### src/rtl/immediate_gen_stage.sv
// immediate_gen_stage: RISC-V immediate decode with a 2-entry elastic output (output reg + skid reg).
// Ports: clk/reset (sync, active-low); valid_i/ready_o/op_i/Instruction_bus_i in;
// valid_o/ready_i/Immediate_o/fmt_o/illegal_o out; illegal_cnt_o saturating illegal-opcode count.
module immediate_gen_stage #(
  parameter int XLEN        = 32,
  parameter bit ZERO_EXT_SB = 1'b0
) (
  input  logic            clk,
  input  logic            reset,
  input  logic            valid_i,
  output logic            ready_o,
  input  logic [6:0]      op_i,
  input  logic [31:0]     Instruction_bus_i,
  output logic            valid_o,
  input  logic            ready_i,
  output logic [XLEN-1:0] Immediate_o,
  output logic [2:0]      fmt_o,
  output logic            illegal_o,
  output logic [7:0]      illegal_cnt_o
);
  typedef enum logic [1:0] {EMPTY, ONE, TWO} state_t;
  state_t state;
  logic [XLEN-1:0] imm_d, skid_imm, i_imm, s_imm, b_imm, u_imm, j_imm;
  logic [2:0] fmt_d, skid_fmt;
  logic [11:0] s12;
  logic [12:0] b13;
  logic take_in, take_out, unused_op_bits;
  assign unused_op_bits = ^Instruction_bus_i[6:0];
  assign ready_o  = state != TWO;
  assign valid_o  = state != EMPTY;
  assign take_in  = valid_i && ready_o;
  assign take_out = valid_o && ready_i;
  always_comb begin
    fmt_d = op_i == 7'h33 ? 3'd0 :
            (op_i == 7'h13 || op_i == 7'h03 || op_i == 7'h67 || op_i == 7'h73) ? 3'd1 :
            op_i == 7'h23 ? 3'd2 :
            op_i == 7'h63 ? 3'd3 :
            (op_i == 7'h37 || op_i == 7'h17) ? 3'd4 :
            op_i == 7'h6F ? 3'd5 : 3'd7;
    s12   = {Instruction_bus_i[31:25], Instruction_bus_i[11:7]};
    b13   = {Instruction_bus_i[31], Instruction_bus_i[7], Instruction_bus_i[30:25], Instruction_bus_i[11:8], 1'b0};
    i_imm = XLEN'($signed(Instruction_bus_i[31:20]));
    s_imm = ZERO_EXT_SB ? XLEN'(s12) : XLEN'($signed(s12));
    b_imm = ZERO_EXT_SB ? XLEN'(b13) : XLEN'($signed(b13));
    u_imm = XLEN'($signed({Instruction_bus_i[31:12], 12'b0}));
    j_imm = XLEN'($signed({Instruction_bus_i[31], Instruction_bus_i[19:12], Instruction_bus_i[20], Instruction_bus_i[30:21], 1'b0}));
    imm_d = fmt_d == 3'd1 ? i_imm :
            fmt_d == 3'd2 ? s_imm :
            fmt_d == 3'd3 ? b_imm :
            fmt_d == 3'd4 ? u_imm :
            fmt_d == 3'd5 ? j_imm : '0;
  end
  always_ff @(posedge clk) begin
    if (!reset) begin
      state         <= EMPTY;
      Immediate_o   <= '0;
      fmt_o         <= '0;
      illegal_o     <= 1'b0;
      illegal_cnt_o <= '0;
      skid_imm      <= '0;
      skid_fmt      <= '0;
    end else begin
      if (take_in && fmt_d == 3'd7 && illegal_cnt_o != 8'hFF)
        illegal_cnt_o <= illegal_cnt_o + 8'd1;
      case (state)
        EMPTY: if (take_in) begin
          Immediate_o <= imm_d;
          fmt_o       <= fmt_d;
          illegal_o   <= fmt_d == 3'd7;
          state       <= ONE;
        end
        ONE: if (take_in && !take_out) begin
          skid_imm <= imm_d;
          skid_fmt <= fmt_d;
          state    <= TWO;
        end else if (take_in) begin
          Immediate_o <= imm_d;
          fmt_o       <= fmt_d;
          illegal_o   <= fmt_d == 3'd7;
        end else if (take_out) begin
          state <= EMPTY;
        end
        TWO: if (take_out) begin
          Immediate_o <= skid_imm;
          fmt_o       <= skid_fmt;
          illegal_o   <= skid_fmt == 3'd7;
          state       <= ONE;
        end
        default: state <= EMPTY;
      endcase
    end
  end
endmodule

### config.mk
export PLATFORM = sky130hd
export DESIGN_NAME = immediate_gen_stage
export DESIGN_NICKNAME = d
export VERILOG_FILES = /design/src/rtl/immediate_gen_stage.sv
export SDC_FILE = /design/constraint.sdc
export NUM_CORES = 1
export LEC_CHECK = 0
export CAP_MARGIN = 20
export CORE_ASPECT_RATIO = 0.5
export CORE_UTILIZATION = 54
export CTS_CLUSTER_SIZE = 10
export DETAILED_ROUTE_END_ITERATION = 7
export PLACE_DENSITY = 0.83
export SYNTH_ARGS = -nofsm -noshare
export SYNTH_HDL_FRONTEND = slang
export SYNTH_SLANG_ARGS = --single-unit
### constraint.sdc
create_clock -name clk -period 4 [get_ports clk]
set_input_delay 1 -clock clk [delete_from_list [all_inputs] [get_ports clk]]
set_output_delay 1 -clock clk [all_outputs]
set_load 0.02 [all_outputs]
==> impl_metrics.py, run 1 <==
metrics = {
    "run_status": {
        "status": "complete, no violations",
    },
    "drt": {
        "vias_per_cell": 5.80,
        "wl_per_cell_um": 15.5,
        "ant_nets": 0,
        "drc": 0,
        "drt_iter0_markers": 434,
        "dr_total_vias": 3636,
        "first_pass_iters": 5,
        "wl_mm": 9.69,
    },
    "synthesis": {
        "async_reset_ff_share_pct": 0,
        "synth.distinct_cells": 59,
        "synth-edff-count": 0,
        "yosys_warnings": 0,
        "syn-instance-count": 461,
        "synthAdderAreaFrac_pct": 0.334,
        "synthMuxAreaShare_pct": 1.60,
        "yosysSeqAreaShare_pct": 43.3,
        "synth-simple-area-share_pct": 22.9,
        "synth.avg_cell_area_um2": 8.12,
        "synth_top_flop_cell": "dfxtp_1",
        "synth_top_family_by_area": "compound AO/OA/AOI/OAI gates",
        "synth_compound_area_share_pct": 26.3,
        "netlist_area_um2": 3740,
        "synth-seq-cells": 81,
        "syn_nets": 505,
        "synth-xor-area-share_pct": 0.702,
    },
    "sta": {
        "maxSlewViolCount": 0,
        "setup_tns_ns": 0,
        "finalHoldWorstSlack_ns": 0.443,
        "hold_violations": 0,
        "setup_viol": 0,
        "fin_skew_ns": 0.00527,
        "max_freq_ghz": 0.342,
        "worstMarginPinSlew_ns": 0.891,
        "timing.final.crit_period_ns": 2.93,
        "period_share_pct": 73.2,
        "maxSlewHeadroom_pct": 40.6,
        "setup_slack_ns": 1.07,
        "rsz0062_at_grt": "no",
    },
    "power": {
        "p_sw_uw": 493,
        "peakVddDrop_mv": 0.285,
        "total_power_mw": 1.88,
        "p_int_mw": 1.39,
        "p_leak_nw": 1.82,
        "pwr_density_cell_nw_per_um2": 387,
        "p_clk_share_pct": 40.7,
        "comb_power_share_pct": 13.9,
        "sw_frac_of_total_pct": 26.1,
        "p_seq_share_pct": 45.4,
    },
    "critical_path": {
        "cpPeakStageDelay_ns": 0.57,
        "critPathKind": "input port to register",
        "critical_path_cell_count": 6,
        "crit_chain": "clkdlybuf4s50_1 -> and2b_1 -> and3b_1 -> nand2_1 -> a21oi_1 -> a22o_1",
        "path_delay_family": "simple AND/OR/NAND/NOR gates",
        "crit_required_ns": 4.28,
        "critPathCaptureType": "register",
        "worst-path-buf-inv": 1,
        "crit_fanout": 15,
        "r2r_cells": 6,
        "r2r_start": "state[0]",
        "start_kind": "input port",
        "crit_arrival_ns": 3.21,
        "slowest_stage": "and3b_1",
        "reg2reg_to": "illegal_cnt_o[5]",
        "r2r_slack_ns": 1.88,
    },
    "clock_tree": {
        "cts_resized": 0,
        "ctsHoldBuffers": 0,
        "h-tree-depth": 3,
        "cts_buffers": 9,
        "clock_latency_ns": 0.34,
        "root_buffer": "clkbuf_16",
        "clockBufferDepth": 2,
        "cts_tree": "built",
        "postCtsSetupBuffers": 0,
        "clk_pin_slew_worst_paths_ns": 0.06,
        "clkSinkCount": 81,
    },
    "hold_path": {
        "hp-start": "Immediate_o[21]",
        "whs_endpoint": "Immediate_o[21]",
        "hp-class": "register to register",
        "hold_path_depth": 2,
    },
    "place": {
        "placed_area_um2": 4590,
        "dp_cells": 611,
        "place_congestion": 0.981,
        "port_buffers": 81,
        "hpwl_mm": 6.57,
        "dpl_worst_slack_ns": 0.779,
    },
    "floorplanning": {
        "row_count": 21,
        "dieArea_um2": 7290,
        "ios": 89,
        "design.core.area_um2": 6700,
        "die_h_um": 60.9,
        "die_w_um": 120,
        "start_util_pct": 55.9,
    },
    "finish": {
        "design_area_um2": 4870,
        "utilization_pct": 72.8,
        "nNetsFinal": 574,
        "drive_gt1_share_pct": 8.22,
        "fill_cells": 518,
        "num_antenna_cells": 0,
        "final_cells": 627,
        "syn_to_final_growth_pct": 30.3,
    },
    "grt": {
        "first_global_vias": 3209,
        "antenna_found_initial": 0,
        "overflow": 0,
        "grtUsageTotal_pct": 27.7,
        "grt_first_pass_wirelength_mm": 15.6,
        "grt_start_max_net_pins": 52,
    },
    "job": {
        "maxCapViolCount": 0,
    },
}
[power groups by stage]
stage	Clock, mW	Combinational (mW)	Sequential, mW
3_3_place_gp	0	0.255	0.873
3_5_place_dp	0	0.259	0.873
4_1_cts	0.776	0.260	0.856
6_report	0.767	0.262	0.856
2_1_floorplan	0	0.125	0.893
5_1_grt	0.813	0.284	0.859
[cells in the mapped netlist, types with 3 or more instances]
| cell | n | share of area [%] |
|---|---|---|
| a22o_1 | 6 | 1.4 |
| mux2i_1 | 6 | 1.6 |
| nor2_1 | 36 | 3.6 |
| a21oi_1 | 53 | 7.1 |
| buf_2 | 6 | 0.80 |
| nor3_1 | 8 | 1.1 |
| o21ai_1 | 15 | 2.0 |
| a2bb2oi_1 | 4 | 0.94 |
| and2_1 | 5 | 0.84 |
| or3_1 | 3 | 0.50 |
| and3_1 | 23 | 3.8 |
| o21ai_0 | 59 | 7.9 |
| clkbuf_1 | 23 | 2.3 |
| a221oi_1 | 6 | 1.4 |
| nand2_1 | 43 | 4.3 |
| inv_1 | 9 | 0.90 |
| nand2b_1 | 4 | 0.67 |
| nand3_1 | 9 | 1.2 |
| dfxtp_1 | 81 | 43 |
| o22ai_1 | 12 | 2.0 |
| xnor2_1 | 3 | 0.70 |
[cells in the final DEF (no fill, tap or decap), types with 2 or more instances in the layout]
master and instances:
nor2b_1 2, o21ai_0 59, nor3_1 8, xnor2_1 3
nand2b_1 4, o21ai_1 15, clkbuf_16 9, and3b_2 2
a2bb2oi_1 4, and2_1 5, nor2_1 36, a221oi_1 6
buf_4 9, dfxtp_1 81, or3_1 3, or2_2 2
and3_1 23, o22ai_1 12, and2b_1 2, clkdlybuf4s50_1 81
clkinvlp_4 4, nand3_1 9, a22o_1 6, o21a_1 2
inv_1 9, and3b_1 2, nor4_2 2, nand2_1 43
a21oi_1 53, mux2i_1 6, o211ai_1 2
[cell families after synthesis]
kind of cell / count (synthesis)
compound gates: 171
xor+xnor: 3
fa+ha+maj: 1
buf+inv: 42
flops: 81
mux: 6
simple gates: 157
[sequential cells by signal (all words and copies together), names as in the netlist]
name / cells
illegal_cnt_o: 8
illegal_o: 1
skid_fmt: 3
fmt_o: 3
skid_imm: 32
Immediate_o: 32
state: 2
[per-layer routing]
metal | global-route usage [%] | routed length [µm]
met1 | 39.1 | 4620
met2 | 42.2 | 4220
met3 | 7.42 | 754
met4 | 7.86 | 87
met5 | 0 | 0
[worst reg2reg max path: stages (launching register included)]
cell,delay (ns)
dfxtp_1,0.43
and2b_2,0.28
buf_4,0.24
a221o_2,0.40
nor3_4,0.31
and3_1,0.23
mux2i_1,0.17
[worst max-delay path by stage]
stage	startpoint	end	slack, ns
2_1_floorplan	op_i[2]	illegal_cnt_o[3]	1.57
3_3_place_gp	op_i[6]	illegal_cnt_o[5]	0.79
3_5_place_dp	valid_i	skid_imm[9]	0.78
4_1_cts	valid_i	skid_imm[9]	1.11
5_1_grt	valid_i	skid_imm[9]	0.95
6_report	valid_i	skid_imm[9]	1.07
[area by class of cell]
| cell class | instances | area (µm²) | share of cell area (%) |
|---|---|---|---|
| timing repair buffer | 90 | 878 | 18.0 |
| inverter | 10 | 37.5 | 0.770 |
| clock inverter | 6 | 43.8 | 0.898 |
| sequential | 81 | 1620 | 33.3 |
| tap | 92 | 115 | 2.36 |
| clock buffer | 10 | 239 | 4.90 |
| multi-input combinational | 338 | 1940 | 39.8 |
Power figures use the tool's default switching activity.
==> run 2: changes to the inputs <==
Settings changed: CORE_UTILIZATION 54 to 45, PLACE_DENSITY 0.83 to 0.73.
Clock period 4 ns to 2.6 ns, I/O delays scaled along.
==> impl_metrics.py, run 2 (synthesis results as in run 1) <==
metrics = {
    "finish": {
        "syn_to_final_growth_pct": 37.3,
        "nNetsFinal": 602,
        "fill_cells": 707,
        "largestRegisters": "Immediate_o (32), skid_imm (32), illegal_cnt_o (8)",
        "drive_gt1_share_pct": 12.4,
        "design_area_um2": 5140,
        "num_antenna_cells": 0,
        "mostFrequentLayoutCells": "81 x dfxtp_1, 81 x clkdlybuf4s50_1, 59 x o21ai_0",
    },
    "run_status": {
        "status": "complete, no violations",
    },
    "grt": {
        "grtUsageTotal_pct": 26.0,
        "antenna_found_initial": 0,
        "first_global_vias": 3361,
        "overflow": 0,
        "grt_first_pass_wirelength_mm": 16.9,
        "grt_start_max_net_pins": 32,
    },
    "clock_tree": {
        "ctsHoldBuffers": 0,
        "clockBufferDepth": 2,
        "cts_buffers": 9,
        "cts_tree": "built",
        "root_buffer": "clkbuf_16",
        "postCtsSetupBuffers": 0,
        "clkSinkCount": 81,
        "clk_pin_slew_worst_paths_ns": 0.06,
        "h-tree-depth": 3,
        "cts_resized": 0,
        "clock_latency_ns": 0.35,
    },
    "critical_path": {
        "crit_chain": "and2b_2 -> inv_1 -> clkdlybuf4s50_1",
        "crit_fanout": 8,
        "start_kind": "register",
        "critPathKind": "register to output port",
        "critPathCaptureType": "output port",
        "crit_required_ns": 1.95,
        "cpPeakStageDelay_ns": 0.62,
        "slowest_stage": "clkdlybuf4s50_1",
        "crit_arrival_ns": 1.78,
    },
    "drt": {
        "drt_iter0_markers": 292,
        "first_pass_iters": 4,
        "drc": 0,
        "wl_per_cell_um": 15.5,
        "wl_mm": 10.5,
        "dr_total_vias": 3685,
        "vias_per_cell": 5.46,
        "ant_nets": 0,
    },
    "floorplanning": {
        "row_count": 23,
        "ios": 89,
        "die_w_um": 131,
        "dieArea_um2": 8710,
        "design.core.area_um2": 8030,
        "die_h_um": 66.5,
        "start_util_pct": 46.6,
    },
    "sta": {
        "timing.final.crit_period_ns": 2.43,
        "period_share_pct": 93.3,
        "max_freq_ghz": 0.412,
        "fin_skew_ns": 0.00656,
        "rsz0062_at_grt": "no",
        "maxSlewHeadroom_pct": 66.8,
        "setup_viol": 0,
        "setup_tns_ns": 0,
        "maxSlewViolCount": 0,
        "worstMarginPinSlew_ns": 0.498,
        "finalHoldWorstSlack_ns": 0.443,
        "hold_violations": 0,
    },
    "place": {
        "hpwl_mm": 7.31,
        "placed_area_um2": 4860,
        "port_buffers": 81,
        "place_congestion": 0.924,
    },
    "power": {
        "p_sw_uw": 781,
        "pwr_density_cell_nw_per_um2": 571,
        "p_leak_nw": 1.96,
        "sw_frac_of_total_pct": 26.6,
        "peakVddDrop_mv": 0.408,
        "comb_power_share_pct": 14.9,
        "p_seq_share_pct": 45.0,
        "p_int_mw": 2.15,
        "p_clk_share_pct": 40.1,
    },
    "job": {
        "maxCapViolCount": 0,
    },
    "hold_path": {
        "hp-class": "register to register",
    },
}
run 2: cell count changes in the layout (fill, tap and decap cells not counted):
cell	previous run	this run
buf_12	0	3
clkinvlp_4	4	3
inv_6	0	2
clkinv_4	1	0
clkbuf_1	0	2
clkbuf_8	1	0
clkinv_2	1	0
buf_4	9	34
run 2: layer usage:
layer  up-vias  GRT usage [%]  wire length [µm]
li1       1859              -                 -
met1      1720           37.6              5320
met2       104           37.6              4450
met3         2           7.79               649
met4         0           5.75                37
met5         -              0                 0
run 2: stage by stage:
stage	worst slack [ns]	power (mW)	util, %	instances
floorplan	0.522	1.57	-	461
global placement	0.0443	1.77	60.6	659
detailed placement	0.0244	1.78	60.6	659
CTS	0.174	2.94	64.0	675
global route	0.107	3.05	64.0	675
finish	0.175	2.93	64.0	675
run 2: critical path, delay by kind of cell (launching register included):
family                 cells  cell delay (ns)
DFF                        1             0.44
and+or+nand+nor            1             0.26
buffers and inverters      2             0.74
run 2: power groups by stage:
stage                     registers, mW  clock network [mW]  logic [mW]
after CTS                          1.32                1.19       0.437
after floorplan                    1.37                   0       0.192
after detailed placement           1.34                   0       0.433
final                              1.32                1.18       0.436
after global routing               1.32                1.25       0.478
after global placement             1.34                   0       0.429
run 2: area by class of cell:
| type | instances | area, µm² | area share, % |
|---|---|---|---|
| Clock buffer | 11 | 233 | 4.53 |
| Clock inverter | 5 | 40.0 | 0.779 |
| Inverter | 10 | 37.5 | 0.731 |
| Multi-Input combinational cell | 338 | 1940 | 37.7 |
| Sequential cell | 81 | 1620 | 31.6 |
| Tap cell | 112 | 140 | 2.73 |
| Timing Repair Buffer | 118 | 1130 | 21.9 |
run 2: worst paths after layout:
| path | cells past startpoint | start | slack, ns | end |
|---|---|---|---|---|
| setup / recovery | 3 | state[0] | 0.17 | ready_o |
| hold / removal | 2 | Immediate_o[2] | 0.44 | Immediate_o[2] |
| hold reg to reg | 2 | Immediate_o[2] | 0.44 | Immediate_o[2] |
| setup reg to reg | 6 | state[0] | 0.57 | illegal_cnt_o[5] |
